### src/rtl/dm_dump_reader.sv
// Data-memory dump reader: takes over the data-memory read port, walks every
// word address and streams each word MSB-first as bytes to the UART TX block.
module dm_dump_reader #(
  parameter int DATA_SIZE     = 32,
  parameter int BYTE_SIZE     = 8,
  parameter int MEM_ADDR_SIZE = 5,
  parameter int MEMORY_SIZE   = 32
) (
  input  logic                     i_clock,
  input  logic                     i_reset,
  input  logic                     i_start,
  input  logic [DATA_SIZE-1:0]     i_read_dm,
  input  logic                     i_tx_done,
  output logic                     o_debug_unit_flag,
  output logic                     o_memory_data_enable,
  output logic                     o_memory_data_read_enable,
  output logic [MEM_ADDR_SIZE-1:0] o_memory_data_read_addr,
  output logic                     o_tx_start,
  output logic [BYTE_SIZE-1:0]     o_tx_data,
  output logic                     o_busy,
  output logic                     o_done
);

  localparam int NumBytes = DATA_SIZE / BYTE_SIZE;
  localparam int ByteIdxW = (NumBytes > 1) ? $clog2(NumBytes) : 1;
  localparam logic [MEM_ADDR_SIZE:0] LastAddr = (MEM_ADDR_SIZE + 1)'(MEMORY_SIZE - 1);
  localparam logic [ByteIdxW-1:0]    LastByte = ByteIdxW'(NumBytes - 1);

  typedef enum logic [2:0] {
    StIdle,
    StRead,
    StLatch,
    StSend,
    StWaitTx,
    StDone
  } state_e;

  state_e                 state_q;
  logic [DATA_SIZE-1:0]   word_q;
  logic [MEM_ADDR_SIZE:0] addr_q;
  logic [ByteIdxW-1:0]    byte_q;
  logic                   flag_q;
  logic                   mem_en_q;
  logic                   tx_start_q;
  logic [BYTE_SIZE-1:0]   tx_data_q;
  logic                   busy_q;
  logic                   done_q;

  logic [ByteIdxW-1:0]    next_idx;
  logic [BYTE_SIZE-1:0]   next_byte;

  // Byte that follows the current one in the latched word, MSB byte first.
  assign next_idx = byte_q + 1'b1;

  always_comb begin
    next_byte = '0;
    for (int i = 0; i < NumBytes; i++) begin
      if (ByteIdxW'(i) == next_idx) begin
        next_byte = word_q[DATA_SIZE-1-i*BYTE_SIZE -: BYTE_SIZE];
      end
    end
  end

  // Outputs are loaded together with the state they belong to, so every
  // output is a flop and nothing depends combinationally on the inputs.
  always_ff @(posedge i_clock or posedge i_reset) begin
    if (i_reset) begin
      state_q    <= StIdle;
      word_q     <= '0;
      addr_q     <= '0;
      byte_q     <= '0;
      flag_q     <= 1'b0;
      mem_en_q   <= 1'b0;
      tx_start_q <= 1'b0;
      tx_data_q  <= '0;
      busy_q     <= 1'b0;
      done_q     <= 1'b0;
    end else begin
      tx_start_q <= 1'b0;
      done_q     <= 1'b0;
      unique case (state_q)
        StIdle: begin
          if (i_start) begin
            addr_q   <= '0;
            byte_q   <= '0;
            flag_q   <= 1'b1;
            mem_en_q <= 1'b1;
            busy_q   <= 1'b1;
            state_q  <= StRead;
          end
        end
        StRead: begin
          state_q <= StLatch;
        end
        StLatch: begin
          word_q     <= i_read_dm;
          byte_q     <= '0;
          mem_en_q   <= 1'b0;
          tx_start_q <= 1'b1;
          tx_data_q  <= i_read_dm[DATA_SIZE-1 -: BYTE_SIZE];
          state_q    <= StSend;
        end
        StSend: begin
          state_q <= StWaitTx;
        end
        StWaitTx: begin
          if (i_tx_done) begin
            if (byte_q != LastByte) begin
              byte_q     <= next_idx;
              tx_start_q <= 1'b1;
              tx_data_q  <= next_byte;
              state_q    <= StSend;
            end else if (addr_q != LastAddr) begin
              addr_q   <= addr_q + 1'b1;
              mem_en_q <= 1'b1;
              state_q  <= StRead;
            end else begin
              flag_q  <= 1'b0;
              done_q  <= 1'b1;
              state_q <= StDone;
            end
          end
        end
        StDone: begin
          busy_q  <= 1'b0;
          state_q <= StIdle;
        end
        default: begin
          state_q <= StIdle;
        end
      endcase
    end
  end

  assign o_debug_unit_flag         = flag_q;
  assign o_memory_data_enable      = mem_en_q;
  assign o_memory_data_read_enable = mem_en_q;
  assign o_memory_data_read_addr   = addr_q[MEM_ADDR_SIZE-1:0];
  assign o_tx_start                = tx_start_q;
  assign o_tx_data                 = tx_data_q;
  assign o_busy                    = busy_q;
  assign o_done                    = done_q;

endmodule

### config.mk
export PLATFORM = sky130hd
export DESIGN_NAME = dm_dump_reader
export DESIGN_NICKNAME = d
export VERILOG_FILES = /design/src/rtl/dm_dump_reader.sv
export SDC_FILE = /design/constraint.sdc
export NUM_CORES = 1
export LEC_CHECK = 0
export BUFFER_PORTS_ARGS = -buffer_cell sky130_fd_sc_hd__buf_2
export CAP_MARGIN = 0
export CORE_AREA = 2 2 98 100
export CTS_CLUSTER_DIAMETER = 50
export DETAILED_ROUTE_END_ITERATION = 12
export DIE_AREA = 0 0 100 102
export GPL_TIMING_DRIVEN = 0
export PLACE_DENSITY = 0.58
export SETUP_SLACK_MARGIN = 0.05
export SYNTH_ARGS = -nofsm -noshare
export SYNTH_HDL_FRONTEND = slang
export SYNTH_SLANG_ARGS = --single-unit
### constraint.sdc
create_clock -name i_clock -period 2.7 [get_ports i_clock]
set_input_delay 0.27 -clock i_clock [delete_from_list [all_inputs] [get_ports i_clock]]
set_output_delay 0.27 -clock i_clock [all_outputs]
set_load 0.01 [all_outputs]
Word level (Yosys, flattened, before mapping)

Index checks and enable logic that the tools add are counted.
W data, S select, Z words.

Register bits after elaboration: 56
Output and inout port bits: 19
Word-level logic and storage cells: 79

Add/sub/neg operators: 2
Equal/unequal tests: 16
Multiplexer cells: 38
Reduce and logical (&&, ||, !) cells: 13

Operators by type and width:

| cell                  | number |
|---|---|
| $mux W8               | 6 |
| $mux W6               | 4 |
| $pmux W8 S2           | 1 |
| $pmux W3 S5           | 1 |
| $reduce_and A5 Y1     | 3 |
| $ne A2 B2 Y1 const B  | 7 |
| $mux W1               | 13 |
| $mux W3               | 4 |
| $pmux W6 S2           | 1 |
| $add A6 B1 Y6 const B | 1 |
| $eq A3 B2 Y1 const B  | 2 |
| $eq A3 B3 Y1 const B  | 2 |
| $mux W2               | 3 |
| $ne A6 B5 Y1 const B  | 1 |
| $pmux W1 S2           | 3 |
| $pmux W2 S3           | 1 |
| $reduce_bool A2 Y1    | 3 |
| $eq A2 B2 Y1 const A  | 2 |
| $reduce_and A2 Y1     | 2 |
| $reduce_and A4 Y1     | 1 |
| $eq A3 B1 Y1 const B  | 1 |
| $logic_not A3 Y1      | 1 |
| $pmux W1 S3           | 1 |
| $reduce_and A3 Y1     | 1 |
| 4 further kinds       | 4 |

Longest topological paths before layout

Depth after elaboration: 9
Gate-level depth with buffers: 8
Mapped depth without buffers: 6

Worst setup path after synthesis

Ideal clock, no wire load.

Path type: register -> register
From: reg byte_q[0]
To: reg tx_data_q[7] (netlist: o_tx_data[7])
Data arrival time: 1.555 ns
Required time: 2.566 ns
Setup slack: 1.011 ns
Cell stages (with the launch flop): 9
Buffers on the path: 2
Cell sequence: dfrtp_1 -> inv_1 -> ha_1 -> buf_2 -> nor2b_1 -> buf_2 -> a221o_1 -> a221oi_2 -> o31ai_1

Longest elaborated chain between the ends: 9
Elaborated cells on any way between the ends: 15
Classes of those cells: 1 x add/sub; 5 x eq/ne; 7 x mux; 2 x reduce/logical

Ends and longest elaborated chain:

| what                   | RTL line | RTL |
|---|---|---|
| from (decl)            | 41       | `logic [ByteIdxW-1:0] byte_q;` |
| from (signal assigned) | 109      | `byte_q <= next_idx;` |
| $add A2 B1 Y2          | 53       | `assign next_idx = byte_q + 1'b1;` |
| $logic_not A2 Y1       | 58       | `if (ByteIdxW'(i) == next_idx) begin` |
| $mux W8 (4 in series)  | 58       |  |
| $mux W8                | 108      | `if (byte_q != LastByte) begin` |
| $mux W8                | 107      | `if (i_tx_done) begin` |
| $pmux W8 S2            | 81       | `unique case (state_q)` |
| to (signal assigned)   | 100      | `tx_data_q <= i_read_dm[DATA_SIZE-1 -: BYTE_SIZE];` |
| to (signal assigned)   | 111      | `tx_data_q <= next_byte;` |
| to (decl)              | 45       | `logic [BYTE_SIZE-1:0] tx_data_q;` |

Parallel ways exist; a longest one is shown, timed or not. The select of a mux whose other input is x is not followed.
A chain may end at the register's enable or synchronous reset.

Final worst setup path

From: reg byte_q[0]
To: reg tx_data_q[4] (netlist: o_tx_data[4])

Same word-level chain as after synthesis.

==> results.sh <==
export IMPL_outcome="completed"
export IMPL_viasPerCell=4.86
export IMPL_critPathBufInv=3
export IMPL_syn_nets=292
export IMPL_hold_start="i_read_dm[15]"
export IMPL_placed_area_mm2=0.00336
export IMPL_cts_resized_gates=0
export IMPL_finalPower_mw=3.77
export IMPL_synth_fa_ha_area_share_pct=2.56
export IMPL_worstHoldEndpoint="word_q[15]"
export IMPL_grt_pass1_wl_um=11100
export IMPL_fillers=921
export IMPL_combPwrFrac_pct=49.1
export IMPL_crit_slowest_cell="dfrtp_1"
export IMPL_final_common_cell="buf_2"
export IMPL_worstReg2RegStart="byte_q[0]"
export IMPL_drive_gt1_share_pct=39.5
export IMPL_worst_setup_path_type="flip-flop to flip-flop"
export IMPL_path_cells="inv_1, ha_1, buf_2, nor2b_1, buf_2, a221o_1, a221oi_2, o31ai_1"
export IMPL_ys_warn_count=0
export IMPL_antenna_found_initial=0
export IMPL_drtIter0Drc=83
export IMPL_synthFlopType="dfrtp_1"
export IMPL_worst_slack_ns=0.761
export IMPL_ys_types=47
export IMPL_root_buffer="clkbuf_8"
export IMPL_synth_mux_area_share_pct=11.8
export IMPL_reg2reg_to="o_tx_data[4]"
export IMPL_synth_cells=250
export IMPL_coreArea_mm2=0.00911
export IMPL_fin_area_mm2=0.00347
export IMPL_start_util_pct=32.2
export IMPL_pwr_share_clk_pct=12.8
export IMPL_final_min_clock_period_ns=1.94
export IMPL_slew_violations=0
export IMPL_hold_depth=3
export IMPL_clock_path_buffers=2
export IMPL_port_buffers=54
export IMPL_cp_end_kind="flip-flop"
export IMPL_drt_wl_total_um=6660
export IMPL_tritoncts="yes"
export IMPL_antenna_cells=0
export IMPL_die_x_um=100
export IMPL_ir_drop_mv=0.463
export IMPL_io_pins=55
export IMPL_max_freq_mhz=516
export IMPL_synth_top_area_share_pct=47.8
export IMPL_hold_slack_ns=0.152
export IMPL_die_area_mm2=0.0102
export IMPL_cts_sinks=56
export IMPL_max_slew_margin_pct=63.1
export IMPL_htreeDepth=2
export IMPL_yosysTopAreaCell="dfrtp_1"
export IMPL_worstMarginPinSlew_ns=0.554
export IMPL_slowest_delay_ns=0.44
export IMPL_async_flop_share_pct=100
export IMPL_finalSetupViolCount=0
export IMPL_hold_path_class="primary input to flip-flop"
export IMPL_final_cell_mix="buf_2 (59), dfrtp_1 (56), nand2_1 (23)"
export IMPL_reg2reg_slack_ns=0.76
export IMPL_crit_top_cell="buf_2"
export IMPL_path_depth=8
export IMPL_p_sw_share_pct=37.7
export IMPL_clk_latency_ns=0.31
export IMPL_synth_area_per_cell_um2=11.7
export IMPL_arrival_ns=2.11
export IMPL_first_pass_iters=4
export IMPL_drv_cap=0
export IMPL_num_vias=2064
export IMPL_numCtsBuffers=5
export IMPL_start_kind="flip-flop"
export IMPL_track_usage_pct=13.7
export IMPL_fp_dieH_um=102
export IMPL_grt_pass1_vias=2182
export IMPL_cp_top_family="compound AO/OA/AOI/OAI gates"
export IMPL_p_int_mw=2.34
export IMPL_hpwl_um=4910
export IMPL_std_cell_rows=35
export IMPL_critPathRequiredTime_ns=2.88
export IMPL_synth_edf_count=0
export IMPL_p_switching_mw=1.42
export IMPL_seq_area_frac_synth_pct=47.8
export IMPL_synth_area_mm2=0.00293
export IMPL_fin_crit_sh_pct=71.8
export IMPL_remaining_drc_errors=0
export IMPL_tns_ns=0
export IMPL_grt_max_degree=43
export IMPL_synth_top_family_by_area="compound AO/OA/AOI/OAI gates"
export IMPL_rsz0062_at_grt="false"
export IMPL_crit_fanout=9
export IMPL_clk_pin_slew_ns=0.11
export IMPL_wl_per_cell_um=15.7
export IMPL_skew_ns=0.0106
export IMPL_drtAntennaViolNets=0
export IMPL_powerDensity_mw_per_mm2=1090
export IMPL_hold_viol_final=0
export IMPL_synth_xor_area_share_pct=0.299
export IMPL_syn_to_final_growth_pct=18.2
export IMPL_place_ws_ns=0.784
export IMPL_power_frac_seq_pct=38.1
export IMPL_synth_top_cells_by_area="dfrtp_1 (48%), mux2_4 (8.7%), a221oi_2 (4.1%)"
export IMPL_ys_seq_elements=56
export IMPL_overflow=0
export IMPL_gp_congestion=0.716
export IMPL_rr_worst_depth=8
export IMPL_synth_compound_area_share_pct=20.5
export IMPL_synth_simple_gate_area_share_pct=8.87
export IMPL_p_leak_nw=1.60
export IMPL_nNetsFinal=355
-- routing by layer --
metal  GRT usage [%]  vias up  part of all wire [%]
li1                -     1020                     -
met1            18.6     1004                    48
met2            23.0       36                    48
met3            2.94        4                   3.9
met4            2.53        0                  0.65
met5               0        -                     0
-- tightest hold or removal path: cells and delay by family --
kind	cells	cell delay (ns)
AO/OA/AOI/OAI	1	0.06
buffers and inverters	1	0.08
AND/OR/NAND/NOR	1	0.03
-- flip-flops by register name, summed over array words and instances (netlist names) --
| register | flops |
|---|---|
| word_q | 32 |
| state_q | 3 |
| o_memory_data_enable | 1 |
| o_tx_start | 1 |
| o_done | 1 |
| o_tx_data | 8 |
| o_busy | 1 |
| byte_q | 2 |
| o_debug_unit_flag | 1 |
| addr_q | 6 |
-- power by group through the flow --
stage / Combinational [mW] / Sequential, mW / Clock, mW
6_report: 1.85 / 1.44 / 0.481
3_5_place_dp: 1.87 / 1.45 / 0
4_1_cts: 1.88 / 1.44 / 0.496
3_3_place_gp: 1.85 / 1.44 / 0
5_1_grt: 2.05 / 1.48 / 0.524
2_1_floorplan: 1.41 / 1.43 / 0
-- kinds of logic after synthesis --
group / count (synthesis)
AOI/OAI and AO/OA: 77
xor gates and xnor gates: 1
and+or+nand+nor: 45
adders and majority gates: 6
buffers and inverters: 40
muxes: 25
DFF: 56
-- area by class of cell --
cell class	count	area, µm²	area share [%]
tap	111	139	4.01
inverter	15	58.8	1.70
timing repair buffer	56	300	8.66
clock inverter	3	26.3	0.758
buffer	25	183	5.27
sequential	56	1400	40.4
clock buffer	5	68.8	1.98
multi-input combinational	154	1290	37.2
-- Yosys cell counts, types with 5 or more instances --
library cell	instances
clkbuf_1	5
nand2_1	23
a21oi_1	21
buf_4	8
buf_2	5
buf_6	7
inv_1	14
a221o_1	8
ha_1	6
mux2_4	17
o31ai_1	9
o21ai_0	14
a221oi_2	8
dfrtp_1	56
-- through the flow --
| step | util, % | cells |
|---|---|---|
| detailed placement | 36.9 | 416 |
| floorplan | - | 250 |
| finish | 38.1 | 425 |
| global placement | 36.7 | 415 |
| global route | 38.1 | 425 |
| CTS | 38.1 | 425 |
-- repair_timing --
action | CTS | global route
endpoints found under the hold margin | 14 | 0
hold buffers | 1 | 0
buffers inserted | 0 | 0
-- worst max-delay path by stage --
stage                    from            to  slack, ns
detailed placement  byte_q[0]  o_tx_data[3]       0.78
finish              byte_q[0]  o_tx_data[4]       0.76
global route        byte_q[0]  o_tx_data[0]       0.61
CTS                 byte_q[0]  o_tx_data[4]       0.75
floorplan           byte_q[0]  o_tx_data[7]       1.01
global placement      i_reset     word_q[5]       0.28
No activity file was read; power rests on OpenSTA's default activity.
